[src/rtl/modulo_entrada_jogada.sv]
// Input front-end for the naval-battle board: synchronises and debounces the raw controls and issues one
// validated line/column command per confirm press. Optional macro SHOT_HISTORY_EN rejects repeated attack shots.
module modulo_entrada_jogada #(
    parameter int DEB_CYCLES = 500000,
    parameter int DEB_W      = 20,
    parameter int N_LINES    = 7,
    parameter int N_COLS     = 5
) (
    input  logic       clk,
    input  logic       clr,
    input  logic [1:0] hh1,
    input  logic [5:0] hh2,
    input  logic       button_clk,
    input  logic       button_clr,
    input  logic       cmd_ready,
    output logic       cmd_valid,
    output logic [2:0] cmd_line,
    output logic [2:0] cmd_col,
    output logic [1:0] cmd_mode,
    output logic       clr_pulse,
    output logic       err_coord,
    output logic [1:0] fsm_state
);
    typedef enum logic [1:0] {
        IDLE     = 2'b00,
        PRESENT  = 2'b01,
        WAIT_REL = 2'b10
    } state_t;

    localparam logic [DEB_W-1:0] DEB_LAST = DEB_W'(DEB_CYCLES - 1);
    localparam logic [3:0]       LINES_L  = 4'(N_LINES);
    localparam logic [3:0]       COLS_L   = 4'(N_COLS);

    logic [1:0] hh1_s1_q, hh1_s2_q;
    logic [5:0] hh2_s1_q, hh2_s2_q;
    logic [1:0] btn_s1_q, btn_s2_q;   // {clear, confirm}, still active-low here

    always_ff @(posedge clk or posedge clr) begin
        if (clr) begin
            hh1_s1_q <= '0;
            hh1_s2_q <= '0;
            hh2_s1_q <= '0;
            hh2_s2_q <= '0;
            btn_s1_q <= 2'b11;
            btn_s2_q <= 2'b11;
        end else begin
            hh1_s1_q <= hh1;
            hh1_s2_q <= hh1_s1_q;
            hh2_s1_q <= hh2;
            hh2_s2_q <= hh2_s1_q;
            btn_s1_q <= {button_clr, button_clk};
            btn_s2_q <= btn_s1_q;
        end
    end

    logic [1:0] btn_pressed;
    logic [1:0] btn_rise;
    assign btn_pressed = ~btn_s2_q;

    // Level flips only after it has disagreed with the synced input for DEB_CYCLES edges in a row
    genvar gi;
    generate
        for (gi = 0; gi < 2; gi++) begin : g_deb
            logic             level_q;
            logic [DEB_W-1:0] cnt_q;
            logic             settle;

            assign settle = (btn_pressed[gi] != level_q) && (cnt_q == DEB_LAST);

            always_ff @(posedge clk or posedge clr) begin
                if (clr) begin
                    level_q <= 1'b0;
                    cnt_q   <= '0;
                end else if (btn_pressed[gi] == level_q) begin
                    cnt_q <= '0;
                end else if (settle) begin
                    level_q <= btn_pressed[gi];
                    cnt_q   <= '0;
                end else begin
                    cnt_q <= cnt_q + 1'b1;
                end
            end

            assign btn_rise[gi] = settle & btn_pressed[gi];
        end
    endgenerate

    logic confirm_rise, clear_rise, confirm_level;
    assign confirm_rise  = btn_rise[0];
    assign clear_rise    = btn_rise[1];
    assign confirm_level = g_deb[0].level_q;

    logic [2:0] sw_line, sw_col;
    logic       in_range, coord_ok;
    assign sw_line  = hh2_s2_q[5:3];
    assign sw_col   = hh2_s2_q[2:0];
    assign in_range = ({1'b0, sw_line} < LINES_L) && ({1'b0, sw_col} < COLS_L);

    state_t     state_q;
    logic       valid_q, clr_pulse_q, err_q;
    logic [2:0] line_q, col_q;
    logic [1:0] mode_q;

`ifdef SHOT_HISTORY_EN
    localparam int CELLS = N_LINES * N_COLS;
    localparam int IDX_W = $clog2(CELLS);

    logic [CELLS-1:0] hist_q;
    logic [IDX_W-1:0] sw_idx, cmd_idx;

    assign sw_idx   = IDX_W'(sw_line) * IDX_W'(N_COLS) + IDX_W'(sw_col);
    assign cmd_idx  = IDX_W'(line_q) * IDX_W'(N_COLS) + IDX_W'(col_q);
    assign coord_ok = in_range && !((hh1_s2_q == 2'b10) && hist_q[sw_idx]);

    always_ff @(posedge clk or posedge clr) begin
        if (clr) begin
            hist_q <= '0;
        end else if (clear_rise) begin
            hist_q <= '0;
        end else if ((state_q == PRESENT) && cmd_ready && (mode_q == 2'b10)) begin
            hist_q[cmd_idx] <= 1'b1;
        end
    end
`else
    assign coord_ok = in_range;
`endif

    always_ff @(posedge clk or posedge clr) begin
        if (clr) begin
            state_q     <= IDLE;
            valid_q     <= 1'b0;
            clr_pulse_q <= 1'b0;
            err_q       <= 1'b0;
            line_q      <= '0;
            col_q       <= '0;
            mode_q      <= '0;
        end else begin
            clr_pulse_q <= clear_rise;
            err_q       <= 1'b0;
            case (state_q)
                IDLE: begin
                    // A clear edge swallows a simultaneous confirm edge
                    if (clear_rise) begin
                        if (confirm_rise) state_q <= WAIT_REL;
                    end else if (confirm_rise) begin
                        line_q <= sw_line;
                        col_q  <= sw_col;
                        mode_q <= hh1_s2_q;
                        if (coord_ok) begin
                            valid_q <= 1'b1;
                            state_q <= PRESENT;
                        end else begin
                            err_q   <= 1'b1;
                            state_q <= WAIT_REL;
                        end
                    end
                end
                PRESENT: begin
                    if (clear_rise || cmd_ready) begin
                        valid_q <= 1'b0;
                        state_q <= confirm_level ? WAIT_REL : IDLE;
                    end
                end
                WAIT_REL: begin
                    if (!confirm_level) state_q <= IDLE;
                end
                default: state_q <= IDLE;
            endcase
        end
    end

    assign cmd_valid = valid_q;
    assign cmd_line  = line_q;
    assign cmd_col   = col_q;
    assign cmd_mode  = mode_q;
    assign clr_pulse = clr_pulse_q;
    assign err_coord = err_q;
    assign fsm_state = state_q;
endmodule

[config.mk]
export PLATFORM = sky130hd
export DESIGN_NAME = modulo_entrada_jogada
export DESIGN_NICKNAME = d
export VERILOG_FILES = /design/src/rtl/modulo_entrada_jogada.sv
export SDC_FILE = /design/constraint.sdc
export NUM_CORES = 1
export LEC_CHECK = 0
export ABC_AREA = 1
export BUFFER_PORTS_ARGS = -buffer_cell sky130_fd_sc_hd__buf_2
export CORE_UTILIZATION = 37
export DETAILED_ROUTE_END_ITERATION = 6
export PLACE_DENSITY_LB_ADDON = 0.1
export SLEW_MARGIN = 20
export SYNTH_ARGS = -nofsm -noshare
export SYNTH_HDL_FRONTEND = slang
export SYNTH_SLANG_ARGS = --single-unit
[constraint.sdc]
create_clock -name clk -period 7 [get_ports clk]
set_input_delay 1.4 -clock clk [delete_from_list [all_inputs] [get_ports clk]]
set_output_delay 1.4 -clock clk [all_outputs]
set_load 0.02 [all_outputs]
==> flow_metrics.env, run 1 <==
export IMPL_placed_cells_incl_taps=537
export IMPL_root_buffer="clkbuf_8"
export IMPL_p_total_mw=0.7840
export IMPL_cts_buffers=9
export IMPL_hold_viol=0
export IMPL_slew_violations=0
export IMPL_r2r_start="btn_s2_q[0]"
export IMPL_outcome="complete, no violations"
export IMPL_synth_area_leader_cell="dfrtp_1"
export IMPL_r2r_end="g_deb[0].cnt_q[17]"
export IMPL_io_buffers=25
export IMPL_instances_no_fill=553
export IMPL_fin_crit_sh_pct=34.53
export IMPL_cp_slowest_cell="dfrtp_1"
export IMPL_crit_path_max_fanout=7
export IMPL_crit_end="fsm_state[1]"
export IMPL_period_minus_slack_ps=2417
export IMPL_fillers=903
export IMPL_avgSynthCellArea_sq_um=8.533
export IMPL_max_freq_ghz=0.4138
export IMPL_ioPinCount=26
export IMPL_dp_hpwl_mm=4.686
export IMPL_crit_cells=1
export IMPL_skew_ps=10.49
export IMPL_cts_buffer_depth=2
export IMPL_worstPathCellList="buf_2"
export IMPL_crit_arrival_ps=1020
export IMPL_dr_total_vias=2591
export IMPL_post_cts_buffers=0
export IMPL_drt_iter0_markers=84
export IMPL_clk_transition_reported_paths_ps=90
export IMPL_drtAntennaViolNets=0
export IMPL_p_clk_share_pct=39.4
export IMPL_grt_max_degree=76
export IMPL_fin_util_pct=43.72
export IMPL_rsz0062_at_grt="no"
export IMPL_fp_dieArea_sq_um=9731
export IMPL_vdd_drop_max_uv=99.54
export IMPL_cap_violations=0
export IMPL_critical_path_required_ps=5600
export IMPL_ys_seq_area_share_pct=54.45
export IMPL_layout_nets=455
export IMPL_yosys_area_top_type_share_pct=51.41
export IMPL_finalSetupViolCount=0
export IMPL_synth_top_cells_by_area="dfrtp_1 51%, nand2_1 8.5%, inv_1 6.5%"
export IMPL_cp_end_kind="output port"
export IMPL_grt_total_usage_pct=15.04
export IMPL_cp_start_kind="register"
export IMPL_gp_congestion=0.7951
export IMPL_cts_sinks=75
export IMPL_grt_pass1_wl_mm=11.58
export IMPL_cts_repair_resized=0
export IMPL_p_comb_share_pct=3.7
export IMPL_antenna_found_initial=0
export IMPL_relSlewSlack_pct=38.68
export IMPL_hold_class="register to register"
export IMPL_vias_per_cell=4.685
export IMPL_synth_fp_nets=420
export IMPL_wl_mm=6.469
export IMPL_num_antenna_cells=0
export IMPL_setup_tns_ps=0
export IMPL_die_width_um=98.65
export IMPL_synth_area_sq_um=3456
export IMPL_swShare_pct=25.31
export IMPL_yosys_warnings=0
export IMPL_dr_pass1_iters=5
export IMPL_coreArea_sq_um=8891
export IMPL_crit_start="fsm_state[1]"
export IMPL_ys_ff_latch=75
export IMPL_worst_pin_slew_ps=919.7
export IMPL_path_buf_inv=1
export IMPL_gr_total_overflow=0
export IMPL_wire_per_inst_um=11.70
export IMPL_multi_input_comb_area_sq_um=1289
export IMPL_critical_path_class="register to output port"
export IMPL_ff2ff_path_depth=8
export IMPL_crit_path_max_incr_delay_ps=460
export IMPL_drive_gt1_share_pct=18.43
export IMPL_synth_cell_types=33
export IMPL_power_leakage_nw=1.839
export IMPL_setup_ws_ps=4583
export IMPL_cts_hold_buffers=0
export IMPL_netlist_instances=405
export IMPL_p_per_area_nw_per_um2=201.7
export IMPL_dp_slack_ps=4617
export IMPL_htree_levels=3
export IMPL_ff2ff_setup_slack_ps=5060
export IMPL_drc=0
export IMPL_clk_latency_ps=350
export IMPL_grt_pass1_vias=2528
export IMPL_die_h_um=98.65
export IMPL_critPathTopFamily="flip-flops"
export IMPL_initial_core_util_pct=38.87
export IMPL_area_growth_pct=12.49
export IMPL_p_int_mw=0.5856
export IMPL_p_sw_mw=0.1984
export IMPL_seqPwrFrac_pct=56.9
export IMPL_register_area_sq_um=1882
export IMPL_rows=34
export IMPL_cts_tree="yes"
==> through the flow <==
stage / instance area (sq um) / hold WS [ps]
2_1_floorplan: 3456 / 331.2
6_report: 3887 / 351.3
4_1_cts: 3887 / 353.4
3_3_place_gp: 3705 / 331.7
3_5_place_dp: 3705 / 335.8
5_1_grt: 3887 / 360.8
==> cells in the mapped netlist <==
cell,instances
nor2_2,4
xnor2_1,1
buf_6,1
nor3_1,17
nor4_1,1
nor3_2,2
dfrtp_1,71
o21a_1,1
o21bai_1,1
buf_4,1
inv_1,60
a21oi_1,19
nand3_4,1
dfstp_2,4
xor2_1,5
a21boi_0,1
nor2_1,57
o21ai_1,9
a31oi_1,3
o21ai_0,7
nand4_2,1
ha_1,2
nor3_4,1
nand3_2,3
nand4_1,9
nand3_1,18
nor2_4,1
inv_2,10
nand2_2,4
nor3b_1,3
o21ai_2,8
clkinv_1,1
nand2_1,78
==> layout make-up <==
class	instances	share of cell area (%)
timing repair buffer	26	3.412
clock inverter	7	1.513
tap	108	3.476
sequential	75	48.41
multi-input combinational	257	33.15
inverter	71	6.855
clock buffer	9	3.186
==> power by group through the flow <==
stage	Clock, mW	Combinational (mW)	Sequential, mW
final	0.309	0.0287	0.446
after global routing	0.344	0.0345	0.448
after CTS	0.326	0.0302	0.446
after detailed placement	0	0.0301	0.455
after global placement	0	0.0300	0.455
after floorplan	0	0.0202	0.454
==> how the worst min path moves through the flow <==
| stage | to | startpoint | slack, ps | cells after the start |
|---|---|---|---|---|
| floorplan | hh1_s2_q[0] | hh1_s1_q[0] | 330 | 0 |
| global placement | hh2_s2_q[5] | hh2_s1_q[5] | 330 | 0 |
| detailed placement | hh2_s2_q[1] | hh2_s1_q[1] | 340 | 0 |
| CTS | btn_s2_q[0] | btn_s1_q[0] | 350 | 0 |
| global route | hh2_s2_q[1] | hh2_s1_q[1] | 360 | 0 |
| finish | hh2_s2_q[1] | hh2_s1_q[1] | 350 | 0 |
==> placed cells by master (no fill, tap or decap), types with 2 or more instances in the layout <==
cell type / count
inv_2: 11
nand4_1: 9
ha_1: 2
dfstp_2: 4
a31oi_1: 3
xor2_1: 5
dfrtp_1: 71
o21ai_2: 8
nand2_1: 78
nor3_2: 2
nor3b_1: 3
o21ai_1: 9
nor2_1: 57
buf_2: 25
nor2_2: 4
inv_6: 4
inv_1: 59
clkbuf_8: 9
nor3_1: 17
nand2_2: 4
o21ai_0: 7
a21oi_1: 19
nand3_2: 3
nand3_1: 18
==> sequential cells by signal, summed over array words and instances, names as in the netlist <==
signal,cells
btn_s2_q,2
g_deb.level_q,1
cmd_mode,2
hh1_s2_q,2
fsm_state,2
cmd_valid,1
clr_pulse,1
hh2_s1_q,6
g_deb.cnt_q,40
confirm_level,1
hh2_s2_q,6
err_coord,1
cmd_col,3
hh1_s1_q,2
btn_s1_q,2
cmd_line,3
==> kinds of logic after synthesis <==
| group | count (synthesis) | synth area share [%] |
|---|---|---|
| compound gates | 49 | 8.291 |
| xor+xnor | 6 | 1.521 |
| fa+ha+maj | 2 | 0.7240 |
| buf+inv | 73 | 8.255 |
| flops | 75 | 54.45 |
| simple gates | 200 | 26.76 |
==> routing by layer <==
| metal | wire, um | vias to the layer above | track usage, % |
|---|---|---|---|
| met2 | 3003 | 53 | 24.70 |
| met5 | 0 | - | 0 |
| met4 | 53 | 0 | 4.133 |
| met1 | 3130 | 1186 | 19.23 |
| met3 | 281 | 4 | 4.681 |
| li1 | - | 1348 | - |
No activity file was read; power rests on OpenSTA's default activity.
==> run 2, diff against run 1 <==
- ABC_AREA: 1 -> 0
- clock period: 7 -> 2.1 ns (I/O delays scaled with it)
==> run 2 against run 1 <==
Compared with the run above:
- flip-flop and latch count is the same
- clock power grew to 3.9 times the previous value
- critical endpoint is now cmd_line[2]
- synthesized cell count shrank 32%
- total power grew to 3.6 times the previous value
==> flow_metrics.env, run 2 <==
export IMPL_post_route_cell_area_sq_um=3792
export IMPL_p_total_mw=2.784
export IMPL_grt_pass1_vias=2031
export IMPL_hold_viol=0
export IMPL_dr_total_vias=2042
export IMPL_drc=0
export IMPL_wl_mm=5.831
export IMPL_root_buffer="clkbuf_8"
export IMPL_r2r_start="g_deb[1].cnt_q[11]"
export IMPL_die_width_um=94.41
export IMPL_gr_total_overflow=0
export IMPL_dr_wl_met2_mm=2.696
export IMPL_clk_transition_reported_paths_ps=80
export IMPL_die_h_um=94.41
export IMPL_ff2ff_setup_slack_ps=100
export IMPL_dp_hpwl_mm=3.886
export IMPL_gp_congestion=0.7783
export IMPL_yosys_area_top_type_share_pct=56.24
export IMPL_crit_start="g_deb[1].cnt_q[11]"
export IMPL_final_common_cell="dfrtp_1"
export IMPL_yosys_top_cells_count="71 x dfrtp_1, 55 x nor2_1, 23 x xnor2_1"
export IMPL_setup_tns_ps=0
export IMPL_synth_fp_nets=291
export IMPL_worst_pin_slew_ps=383.3
export IMPL_fp_dieArea_sq_um=8912
export IMPL_antenna_found_initial=0
export IMPL_p_clk_share_pct=43.1
export IMPL_vias_per_cell=4.705
export IMPL_drive_gt1_share_pct=24.32
export IMPL_grt_total_usage_pct=15.08
export IMPL_placed_area_sq_um=3555
export IMPL_async_flop_share_pct=100.0
export IMPL_top_regs="g_deb.cnt_q x40, hh2_s1_q x6, hh2_s2_q x6"
export IMPL_htree_levels=3
export IMPL_cp_end_kind="register"
export IMPL_regMostFlops="g_deb.cnt_q"
export IMPL_grt_max_degree=61
export IMPL_max_freq_ghz=0.4999
export IMPL_cap_violations=0
export IMPL_finalSetupViolCount=0
export IMPL_crit_path_max_fanout=8
export IMPL_period_minus_slack_ps=2000
export IMPL_netlist_instances=276
export IMPL_layout_common_cells="71 x dfrtp_1, 55 x nor2_1, 25 x buf_2, 23 x xnor2_1, 17 x nand2_1"
export IMPL_cts_sinks=75
export IMPL_r2r_end="cmd_line[2]"
export IMPL_yosys_warnings=0
export IMPL_avgSynthCellArea_sq_um=11.45
export IMPL_swShare_pct=21.72
export IMPL_outcome="complete, no violations"
export IMPL_synth_area_sq_um=3159
export IMPL_cts_buffer_depth=2
export IMPL_drtAntennaViolNets=0
export IMPL_relSlewSlack_pct=74.21
export IMPL_top_layer="met4"
export IMPL_met1_length_mm=2.839
export IMPL_synth_top_cells_by_area="dfrtp_1 56%, nor2_1 6.5%, xnor2_1 6.4%"
export IMPL_critical_path_required_ps=2330
export IMPL_synth_edf_count=0
export IMPL_drt_iter0_markers=49
export IMPL_ff2ff_path_depth=6
export IMPL_slew_violations=0
export IMPL_num_antenna_cells=0
export IMPL_largest_reg_flops=40
export IMPL_io_buffers=25
export IMPL_hold_class="input pin to async pin"
export IMPL_cts_hold_buffers=0
export IMPL_synth_ff_type="dfrtp_1"
export IMPL_cp_start_kind="register"
export IMPL_rsz0062_at_grt="no"
export IMPL_wire_per_inst_um=13.44
export IMPL_ioPinCount=26
export IMPL_yosysMostFrequentCell="dfrtp_1"
export IMPL_crit_arrival_ps=2230
export IMPL_ys_ff_latch=75
export IMPL_cts_tree="yes"
export IMPL_p_per_area_nw_per_um2=734.2
export IMPL_ys_seq_area_share_pct=59.56
export IMPL_layout_nets=339
export IMPL_area_growth_pct=20.04
export IMPL_fin_crit_sh_pct=95.26
export IMPL_critical_path_class="register to register"
export IMPL_seqPwrFrac_pct=53.6
export IMPL_p_int_mw=2.179
export IMPL_grt_pass1_wl_mm=9.970
export IMPL_synth_cell_types=42
export IMPL_fin_util_pct=45.92
export IMPL_clk_latency_ps=350
export IMPL_initial_core_util_pct=38.26
export IMPL_cts_buffers=9
export IMPL_vdd_drop_max_uv=303.8
export IMPL_p_sw_mw=0.6048
export IMPL_met3_length_um=217
export IMPL_synth_area_leader_cell="dfrtp_1"
export IMPL_power_leakage_nw=1.703
export IMPL_dr_pass1_iters=4
export IMPL_rows=33
export IMPL_holdWs_ps=47.13
export IMPL_coreArea_sq_um=8258
export IMPL_skew_ps=12.91
export IMPL_p_comb_share_pct=3.2
[run 2: cell types whose count changed after synthesis, sizes merged, moves of 10 or more]
cell	previous run	this run
nor3	20	8
nand3	22	12
a21oi	19	1
o21ai	24	1
nand2	82	18
inv	70	7
xor2	5	16
xnor2	1	23
[run 2: per-stage QoR]
step,setup slack [ps],cells
global placement,97.95,418
floorplan,141.0,276
detailed placement,56.14,418
global route,19.49,434
CTS,38.06,434
finish,99.59,434
[run 2: per-layer routing]
layer / vias to the layer above / global-route usage (%)
met5: - / 0
met4: 0 / 5.000
met3: 7 / 5.475
met2: 21 / 22.46
met1: 985 / 20.32
li1: 1029 / -
[run 2: critical path, cell delays in order (launching register included)]
cell and delay [ps]:
dfrtp_1 420, or4b_4 540, nor4_2 140, and4_4 300, nor2b_4 50, buf_12 140, mux2_4 290
[run 2: cell type report]
type                       count  area, sq um
fill                         788         4466
sequential                    75         1882
multi-input combinational    189         1241
timing repair buffer          42        290.3
tap                          105        131.4
clock buffer                  10        127.6
clock inverter                 6        90.09
inverter                       7        30.03
[run 2: what timing repair did]
item                                    in CTS  in global routing
buffers inserted                             0                  0
resized for setup                            1                  3
endpoints found under the setup margin       8                  9
pin swaps                                    0                  1
[run 2: logic make-up after synthesis]
logic type      Yosys count  share of synthesized area, %
mux                       8                         3.802
flops                    75                         59.56
fa+ha+maj                 2                        0.7920
xor+xnor                 39                         10.81
buf+inv                  12                         1.782
compound gates            9                         2.139
simple gates            131                         21.11
[run 2: how the worst max path moves through the flow]
| stage | to | slack [ps] | depth (start not counted) |
|---|---|---|---|
| 2_1_floorplan | cmd_col[0] | 140 | 6 |
| 3_3_place_gp | cmd_mode[0] | 100 | 6 |
| 3_5_place_dp | cmd_mode[1] | 60 | 6 |
| 6_report | cmd_line[2] | 100 | 6 |
| 5_1_grt | g_deb[0].cnt_q[14] | 20 | 8 |
| 4_1_cts | cmd_line[2] | 40 | 6 |
[run 2: power by group through the flow]
stage	sequential [mW]	combinational, mW	clock [mW]
after detailed placement	1.52	0.0935	0
after global placement	1.52	0.0931	0
final	1.49	0.0902	1.20
after floorplan	1.52	0.0557	0
after CTS	1.49	0.0947	1.26
after global routing	1.50	0.106	1.33
==> run 3, diff against run 2 <==
- RECOVER_POWER: unset -> 100
==> run 3 against run 2 <==
Compared with the run above:
- highest routed layer unchanged
- non-clock buffer count unchanged
- largest cell class unchanged
- combinational power decreased by 5.0%
- via count is essentially flat
==> flow_metrics.env, run 3 (same netlist as run 2, synthesis figures left out) <==
export IMPL_gr_total_overflow=0
export IMPL_power_leakage_nw=1.638
export IMPL_cts_buffer_depth=2
export IMPL_cap_violations=0
export IMPL_num_antenna_cells=0
export IMPL_fin_crit_sh_pct=95.31
export IMPL_critical_path_required_ps=2330
export IMPL_grt_total_usage_pct=15.08
export IMPL_dr_pass1_iters=4
export IMPL_ioPinCount=26
export IMPL_outcome="complete, no violations"
export IMPL_cts_tree="yes"
export IMPL_initial_core_util_pct=38.26
export IMPL_vias_per_cell=4.707
export IMPL_htree_levels=3
export IMPL_clk_latency_ps=350
export IMPL_cp_end_kind="register"
export IMPL_holdWs_ps=125.1
export IMPL_largest_reg_flops=40
export IMPL_die_h_um=94.41
export IMPL_root_buffer="clkbuf_8"
export IMPL_regMostFlops="g_deb.cnt_q"
export IMPL_cts_buffers=9
export IMPL_cp_slowest_cell="or4b_4"
export IMPL_cts_sinks=75
export IMPL_wire_per_inst_um=13.49
export IMPL_rows=33
export IMPL_drive_gt1_share_pct=19.76
export IMPL_grt_pass1_vias=2031
export IMPL_drtAntennaViolNets=0
export IMPL_worst_pin_slew_ps=805.9
export IMPL_wl_mm=5.853
export IMPL_setup_tns_ps=0
export IMPL_period_minus_slack_ps=2001
export IMPL_relSlewSlack_pct=46.27
export IMPL_critical_path_class="register to register"
export IMPL_cp_start_kind="register"
export IMPL_area_growth_pct=18.77
export IMPL_dp_hpwl_mm=3.886
export IMPL_fp_dieArea_sq_um=8912
export IMPL_fin_util_pct=45.44
export IMPL_skew_ps=13.26
export IMPL_finalSetupViolCount=0
export IMPL_clk_transition_reported_paths_ps=80
export IMPL_hold_class="input pin to async pin"
export IMPL_crit_path_max_incr_delay_ps=540
export IMPL_vdd_drop_max_uv=304.2
export IMPL_crit_path_max_fanout=8
export IMPL_max_freq_ghz=0.4996
export IMPL_top_regs="g_deb.cnt_q x40, hh2_s1_q x6, hh2_s2_q x6"
export IMPL_crit_arrival_ps=2230
export IMPL_worstPathCellList="or4b_4, nor4_2, and4_4, nor2b_2, buf_12, mux2_4"
export IMPL_gp_congestion=0.7783
export IMPL_drt_iter0_markers=54
export IMPL_drc=0
export IMPL_slew_violations=0
export IMPL_grt_pass1_wl_mm=9.970
export IMPL_antenna_found_initial=0
export IMPL_io_buffers=25
export IMPL_grt_max_degree=61
export IMPL_cts_hold_buffers=0
export IMPL_layout_nets=339
export IMPL_hold_viol=0
export IMPL_die_width_um=94.41
export IMPL_rsz0062_at_grt="no"
export IMPL_p_total_mw=2.780
export IMPL_dr_total_vias=2043
export IMPL_p_per_area_nw_per_um2=740.9
export IMPL_coreArea_sq_um=8258
export IMPL_layout_common_cells="71 x dfrtp_1, 55 x nor2_1, 23 x xnor2_1, 18 x nand2_1, 16 x xor2_1"
export IMPL_final_common_cell="dfrtp_1"
run 3: layout make-up:
class,count,area (sq um)
clock buffer,10,127.6
clock inverter,6,90.09
fill,799,4506
inverter,7,27.53
multi-input combinational,189,1234
sequential,75,1882
tap,105,131.4
timing repair buffer,42,260.3
run 3: what timing repair did:
action	CTS	global route
pin swaps	0	1
gates resized for setup	1	3
buffers inserted	0	0
endpoints found under the setup margin	8	9
hold endpoints to repair	0	0
run 3: critical path: cells and delay by family (launching register included):
family | cells | cell delay (ps)
AND/OR/NAND/NOR | 4 | 1030
multiplexers | 1 | 290
buffers and inverters | 1 | 140
flip-flops | 1 | 420
run 3: report_power, final:
part           total (mW)  internal (mW)  switching, mW
sequential           1.49           1.48         0.0180
clock                1.20          0.671          0.530
combinational      0.0857         0.0294         0.0563
total                2.78           2.18          0.604
run 3: stage by stage:
step           cells  area (sq um)  setup WS, ps
2_1_floorplan    276          3163         141.0
3_3_place_gp     418          3555         97.95
3_5_place_dp     418          3555         56.14
4_1_cts          434          3779         38.06
5_1_grt          434          3752         10.33
6_report         434          3752         98.57
run 3: layer usage:
metal	routed length, um	up-vias	GRT usage, %
li1	-	1029	-
met1	2860	986	20.32
met2	2687	21	22.46
met3	225	7	5.475
met4	78	0	5.000
met5	0	-	0
run 3: final timing paths:
path | startpoint | endpoint | slack (ps) | cells past startpoint
hold / removal | clr | g_deb[1].cnt_q[0] | 130 | 2
min in group clk | button_clr | btn_s1_q[1] | 160 | 1
setup reg to reg | g_deb[1].cnt_q[11] | cmd_line[2] | 100 | 6
hold reg to reg | hh1_s1_q[0] | hh1_s2_q[0] | 350 | 0
setup / recovery | g_deb[1].cnt_q[11] | cmd_line[2] | 100 | 6
max in group asynchronous | clr | g_deb[0].cnt_q[17] | 720 | 3
